File: config.mk
export PLATFORM = sky130hd
export DESIGN_NAME = alu_iter_exec
export DESIGN_NICKNAME = d
export VERILOG_FILES = /design/src/rtl/alu_iter_exec.sv
export SDC_FILE = /design/constraint.sdc
export NUM_CORES = 1
export LEC_CHECK = 0
export ABC_AREA = 1
export CORE_MARGIN = 5
export CORE_UTILIZATION = 60
export CTS_CLUSTER_DIAMETER = 150
export DETAILED_ROUTE_END_ITERATION = 6
export GPL_TIMING_DRIVEN = 0
export PLACE_DENSITY = 0.83
export SLEW_MARGIN = 20
export SYNTH_ARGS = -nofsm -noshare
export SYNTH_HDL_FRONTEND = slang
export SYNTH_SLANG_ARGS = --single-unit
export TNS_END_PERCENT = 10
File: constraint.sdc
create_clock -name clk -period 4.57 [get_ports clk]
set_clock_uncertainty 0.1 [all_clocks]
set_input_delay 0.6855 -clock clk [delete_from_list [all_inputs] [get_ports clk]]
set_output_delay 0.6855 -clock clk [all_outputs]
set_load 0.01 [all_outputs]
File: src/rtl/alu_iter_exec.sv
// Multi-cycle execute unit fed by the ALU-control decoder.
// Single-cycle ops resolve on the acceptance edge. Shifts iterate
// SHIFT_STEP bit positions per cycle through a narrow shifter.
// Results are held under a valid/ready handshake.
module alu_iter_exec #(
  parameter int WIDTH      = 32,
  parameter int SHIFT_STEP = 1
) (
  input  logic             clk,
  input  logic             rst,
  input  logic             in_valid,
  output logic             in_ready,
  input  logic [3:0]       ALUCtrl,
  input  logic [WIDTH-1:0] SrcA,
  input  logic [WIDTH-1:0] SrcB,
  output logic             out_valid,
  input  logic             out_ready,
  output logic [WIDTH-1:0] ALUResult,
  output logic             Zero
);

  // Shift-amount width, per-iteration step width and the step as a counter-sized constant.
  localparam int AMT_W = $clog2(WIDTH);
  localparam int KW    = $clog2(SHIFT_STEP) + 1;
  localparam logic [AMT_W:0] STEP_L = (AMT_W+1)'(SHIFT_STEP);

  localparam logic [3:0] OP_ADD  = 4'b0000;
  localparam logic [3:0] OP_SUB  = 4'b0001;
  localparam logic [3:0] OP_XOR  = 4'b0010;
  localparam logic [3:0] OP_OR   = 4'b0011;
  localparam logic [3:0] OP_AND  = 4'b0100;
  localparam logic [3:0] OP_SLL  = 4'b0101;
  localparam logic [3:0] OP_SRL  = 4'b0110;
  localparam logic [3:0] OP_SRA  = 4'b0111;
  localparam logic [3:0] OP_SLT  = 4'b1000;
  localparam logic [3:0] OP_SLTU = 4'b1001;

  typedef enum logic [1:0] {
    IDLE  = 2'b00,
    SHIFT = 2'b01,
    DONE  = 2'b10
  } state_t;

  state_t             state;
  logic [3:0]         op_p1;
  logic [WIDTH-1:0]   wrk_p1;
  logic [AMT_W-1:0]   cnt_p1;

  logic [AMT_W-1:0]   amt_in;
  logic [AMT_W:0]     k_full;
  logic [AMT_W-1:0]   cnt_nxt;
  logic [WIDTH-1:0]   wrk_nxt;
  logic [WIDTH-1:0]   alu_res;

  function automatic logic is_shift(input logic [3:0] op);
    return (op == OP_SLL) || (op == OP_SRL) || (op == OP_SRA);
  endfunction

  // Everything except shifts; unlisted codes fall back to ADD like the decoder.
  function automatic logic [WIDTH-1:0] alu_op(input logic [3:0]       op,
                                               input logic [WIDTH-1:0] a,
                                               input logic [WIDTH-1:0] b);
    logic signed [WIDTH-1:0] sa;
    logic signed [WIDTH-1:0] sb;
    logic [WIDTH-1:0]        r;
    sa = a;
    sb = b;
    case (op)
      OP_SUB:  r = a - b;
      OP_XOR:  r = a ^ b;
      OP_OR:   r = a | b;
      OP_AND:  r = a & b;
      OP_SLT:  r = WIDTH'(sa < sb);
      OP_SLTU: r = WIDTH'(a < b);
      default: r = a + b;
    endcase
    return r;
  endfunction

  // Narrow shifter: only stages for the bits of k up to SHIFT_STEP exist.
  function automatic logic [WIDTH-1:0] shift_by(input logic [WIDTH-1:0] v,
                                                 input logic [3:0]       op,
                                                 input logic [KW-1:0]    k);
    logic [WIDTH-1:0]        r;
    logic signed [WIDTH-1:0] rs;
    r = v;
    for (int j = 0; j < KW; j++) begin
      if (k[j]) begin
        case (op)
          OP_SLL:  r = r << (1 << j);
          OP_SRL:  r = r >> (1 << j);
          default: begin
            rs = r;
            rs = rs >>> (1 << j);
            r  = rs;
          end
        endcase
      end
    end
    return r;
  endfunction

  // Step size for this iteration, next counter/working value, and the one-cycle result.
  always_comb begin
    amt_in  = SrcB[AMT_W-1:0];
    k_full  = ({1'b0, cnt_p1} < STEP_L) ? {1'b0, cnt_p1} : STEP_L;
    cnt_nxt = cnt_p1 - k_full[AMT_W-1:0];
    wrk_nxt = shift_by(wrk_p1, op_p1, k_full[KW-1:0]);
    alu_res = alu_op(ALUCtrl, SrcA, SrcB);
  end

  // Control FSM with registered handshake outputs, result and shift counter.
  always_ff @(posedge clk) begin
    if (rst) begin
      state     <= IDLE;
      in_ready  <= 1'b1;
      out_valid <= 1'b0;
      ALUResult <= '0;
      Zero      <= 1'b1;
      cnt_p1    <= '0;
    end else begin
      case (state)
        // ---- IDLE -> accept: resolve now or start iterating ----
        IDLE: begin
          if (in_valid) begin
            in_ready <= 1'b0;
            if (is_shift(ALUCtrl) && (amt_in != '0)) begin
              cnt_p1 <= amt_in;
              state  <= SHIFT;
            end else if (is_shift(ALUCtrl)) begin
              ALUResult <= SrcA;
              Zero      <= (SrcA == '0);
              out_valid <= 1'b1;
              state     <= DONE;
            end else begin
              ALUResult <= alu_res;
              Zero      <= (alu_res == '0);
              out_valid <= 1'b1;
              state     <= DONE;
            end
          end
        end
        // ---- SHIFT -> one step per cycle; publish on the step that empties the counter ----
        SHIFT: begin
          cnt_p1 <= cnt_nxt;
          if (cnt_nxt == '0) begin
            ALUResult <= wrk_nxt;
            Zero      <= (wrk_nxt == '0);
            out_valid <= 1'b1;
            state     <= DONE;
          end
        end
        // ---- DONE -> hold result until the consumer takes it ----
        DONE: begin
          if (out_ready) begin
            out_valid <= 1'b0;
            in_ready  <= 1'b1;
            state     <= IDLE;
          end
        end
        default: begin
          out_valid <= 1'b0;
          in_ready  <= 1'b1;
          state     <= IDLE;
        end
      endcase
    end
  end

  // Operand capture and working shift register; pure data, left unreset.
  always_ff @(posedge clk) begin
    if ((state == IDLE) && in_valid) begin
      op_p1  <= ALUCtrl;
      wrk_p1 <= SrcA;
    end else if (state == SHIFT) begin
      wrk_p1 <= wrk_nxt;
    end
  end

endmodule

==> results by group <==
Run status
  – Outcome: finished, violations left
  – Failing checks: design-rule violations

Global routing
  – First-pass GRT wire length: 66000 µm
  – Initial antenna violation count: 0
  – All-Layer GR Usage: 0.388
  – Largest net degree at the start of global routing: 33
  – GRT Residual Overflow: 0
  – Number of global-route vias before repair: between 10000 and 15000

Clocking
  – # Post-CTS Setup Buffers: 0
  – CTS tree: done
  – Clock sink total: 78
  – Clock latency on the worst-skew pair: 0.35 ns
  – Hold Buf Count CTS: 0
  – Clock-pin transition on the worst setup and hold timing paths: 0.06 ns
  – TritonCTS buffer count: 9
  – Root buffer cell: clkbuf_16
  – Max H-tree Level: 3
  – Max Buffers Root-to-Sink: 2
  – Number of gates resized after CTS: 0

STA
  – Slew margin rel.: 0.453
  – RSZ-0062 raised after global routing: false
  – Worst slew pin tran: 0.817 ns
  – Final hold slack: 0.366 ns
  – Max Freq: roughly 0.25 GHz
  – TNS Setup: 0 ns
  – Final setup fails: 0
  – Hold Fails Final Rpt: 0
  – Tcrit/Tclk final: 0.892
  – Slew Limit Fails: 0
  – Final min period: 4.08 ns
  – Final Worst Setup Slack: 0.494 ns

Power and ir drop
  – P per Cell Area: ~430 nW/µm²
  – Comb power frac: 0.620
  – LEAKAGE: ~6.7 nW
  – Seq pwr share: 0.244
  – Switch Pwr: 0.00284 W
  – Clock network fraction of total power: 0.135
  – P_int: 0.00272 W
  – Peak supply drop: 0.000302 V
  – Sw Share: 0.511

Critical path
  – CP Class: input pin to flip-flop
  – Crit-path max FO: 6
  – CP endpoint kind: flip-flop
  – Critical path's largest stage delay: around 0.75 ns
  – Most frequent cell on the critical path: nand2_1
  – Setup crit start kind: input pin
  – CP Data Arrival Time: 4.26 ns
  – Worst path cell trace: clkdlybuf4s50_1 > inv_1 > ha_1 > nor2_1 > nand2_1 > nand2_1 > nand2_1 > nand2_1 > nand2_1 > nand2_1 > nand2_1 > nand2_1 > nand2_1 > nand3_1 > nand3_1 > nor2_1 > nand2_1 > nor2_1 > nand4_1 > nand2_1 > nand2_1 > nand2_1 > nand2_1 > nand2_1
  – WP data required: 4.76 ns
  – Slowest cell on crit path: clkdlybuf4s50_1

Logic synthesis
  – Ranking of synthesized cells by area: nand2_1 (20%), inv_1 (12%), ha_1 (11%)
  – Mapped Area: 11100 µm²
  – Post-synth top area share: 0.203
  – Syn_area_per_cell: 5.66 µm²
  – Post-Synthesis Cells: approximately 2000
  – Yosys reg bits: 78
  – Distinct cells, synth: 47
  – YS warnings: 0
  – Post-synthesis sequential area ratio: 0.173
  – Yosys top cell by area: nand2_1
  – Mapped Nets: between 2000 and 2500

Floorplanning
  – Ports: 107
  – Standard-cell rows: 49
  – Core ar.: 18100 µm²
  – Die H: ~150 µm
  – Die width: 146 µm
  – Initial Utilization: 0.615
  – Die area: around 21000 µm²

Routing
  – Total wire length: 43400 µm
  – Via-to-Cell Ratio: 5.96
  – First-pass DRT Iterations: 7
  – 1st-iter DRT viols: around 1900
  – Routed WL per cell: between 15 and 20 µm
  – DR vias: between 10000 and 15000
  – Routed Antenna Nets: 0
  – # DRC: 1

Layout
  – Area Growth Syn to Fin: 14.9%
  – Design area: 12800 µm²
  – Antenna diodes: 0
  – Fillcell total: between 1500 and 2000
  – FF/Latch Area: just under 2000 µm²
  – Area of the multi-input gates: 7420 µm²
  – Layout Nets: 2254
  – Most frequent cells in the layout: nand2_1 (601), inv_1 (353), nor2_1 (171)
  – Layout cells sized above 1: 0.0455
  – Commonest non-fill, non-tap cell in the layout: nand2_1

Placement
  – Global placement routability congestion: 1.04
  – Placed cell area: 12500 µm²
  – Port Buf Inserts: 106
  – Worst slack, placed: 0.273 ns
  – Hpwl dp: ~36000 µm

Min path
  – Hold Crit Class: flip-flop to flip-flop

Flow run
  – Max-Cap Viols: 0
-- registers in the layout, indices dropped and copies added (netlist names) --
register	cells
ALUResult	32
wrk_p1	32
cnt_p1	5
op_p1	4
state	2
Zero	1
in_ready	1
out_valid	1
-- area by class of cell --
cell class,count,share of cell area
inverters,362,0.106
repair buffers,106,0.0830
clock buffers,13,0.0229
clock inverters,3,0.00166
well taps,229,0.0224
flip-flops and latches,78,0.150
plain buffers,84,0.0332
multi-input cells,1442,0.580
-- kinds of logic (layout without fill, tap and decap cells) --
family,count (synthesis),in the layout,synth area share
flops,78,78,0.173
fa+ha+maj,99,99,0.113
buf+inv,446,568,0.160
simple gates,999,999,0.374
compound gates,336,336,0.174
xor+xnor,8,8,0.00630
-- power groups by stage --
stage               Clock, W  Sequential [W]  Combinational [W]
global placement           0         0.00135            0.00320
floorplan                  0         0.00137            0.00208
CTS                 0.000736         0.00135            0.00332
global route        0.000764         0.00138            0.00376
detailed placement         0         0.00136            0.00328
finish              0.000752         0.00136            0.00345
-- per-stage QoR --
| step | cells | power (W) | util |
|---|---|---|---|
| 2_1_floorplan | 1966 | 0.00345 | - |
| 3_3_place_gp | 2301 | 0.00455 | 0.690 |
| 3_5_place_dp | 2301 | 0.00464 | 0.690 |
| 4_1_cts | 2317 | 0.00540 | 0.707 |
| 5_1_grt | 2317 | 0.00590 | 0.707 |
| 6_report | 2317 | 0.00556 | 0.707 |
-- synth_stat cells, drive strengths merged --
master / n
nand2: 605
inv: 361
nor2: 184
o21ai: 150
nand3: 147
ha: 97
a21oi: 93
buf: 50
dfxtp: 42
o211ai: 37
edfxtp: 36
nand4: 36
clkbuf: 34
a221oi: 27
nor3: 13
a31oi: 8
xor2: 8
a211oi: 4
nor4: 4
o21bai: 4
o22ai: 4
nand3b: 3
or2: 3
a21o: 2
and2: 2
fa: 2
o21a: 2
a21boi: 1
a22oi: 1
a311o: 1
and3: 1
clkinv: 1
nor4b: 1
o2111ai: 1
o311ai: 1
-- critical path, delay by kind of cell --
kind,cells,cell delay [ns]
AND/OR/NAND/NOR,21,2.27
buffers and inverters,2,0.91
adder cells (fa/ha/maj),1,0.40
-- final timing paths --
path	start	to	slack [ns]	depth (start not counted)
setup reg to reg	cnt_p1[1]	ALUResult[27]	1.56	16
hold reg to reg	ALUResult[26]	ALUResult[26]	0.37	2
hold / removal	ALUResult[26]	ALUResult[26]	0.37	2
setup / recovery	SrcA[1]	Zero	0.49	24
-- per-layer routing --
layer,routed length [µm],GRT usage
met2,18800,0.619
met4,2220,0.166
met3,5840,0.0784
met1,16500,0.511
met5,0,0
No activity file was read; power rests on OpenSTA's default activity.
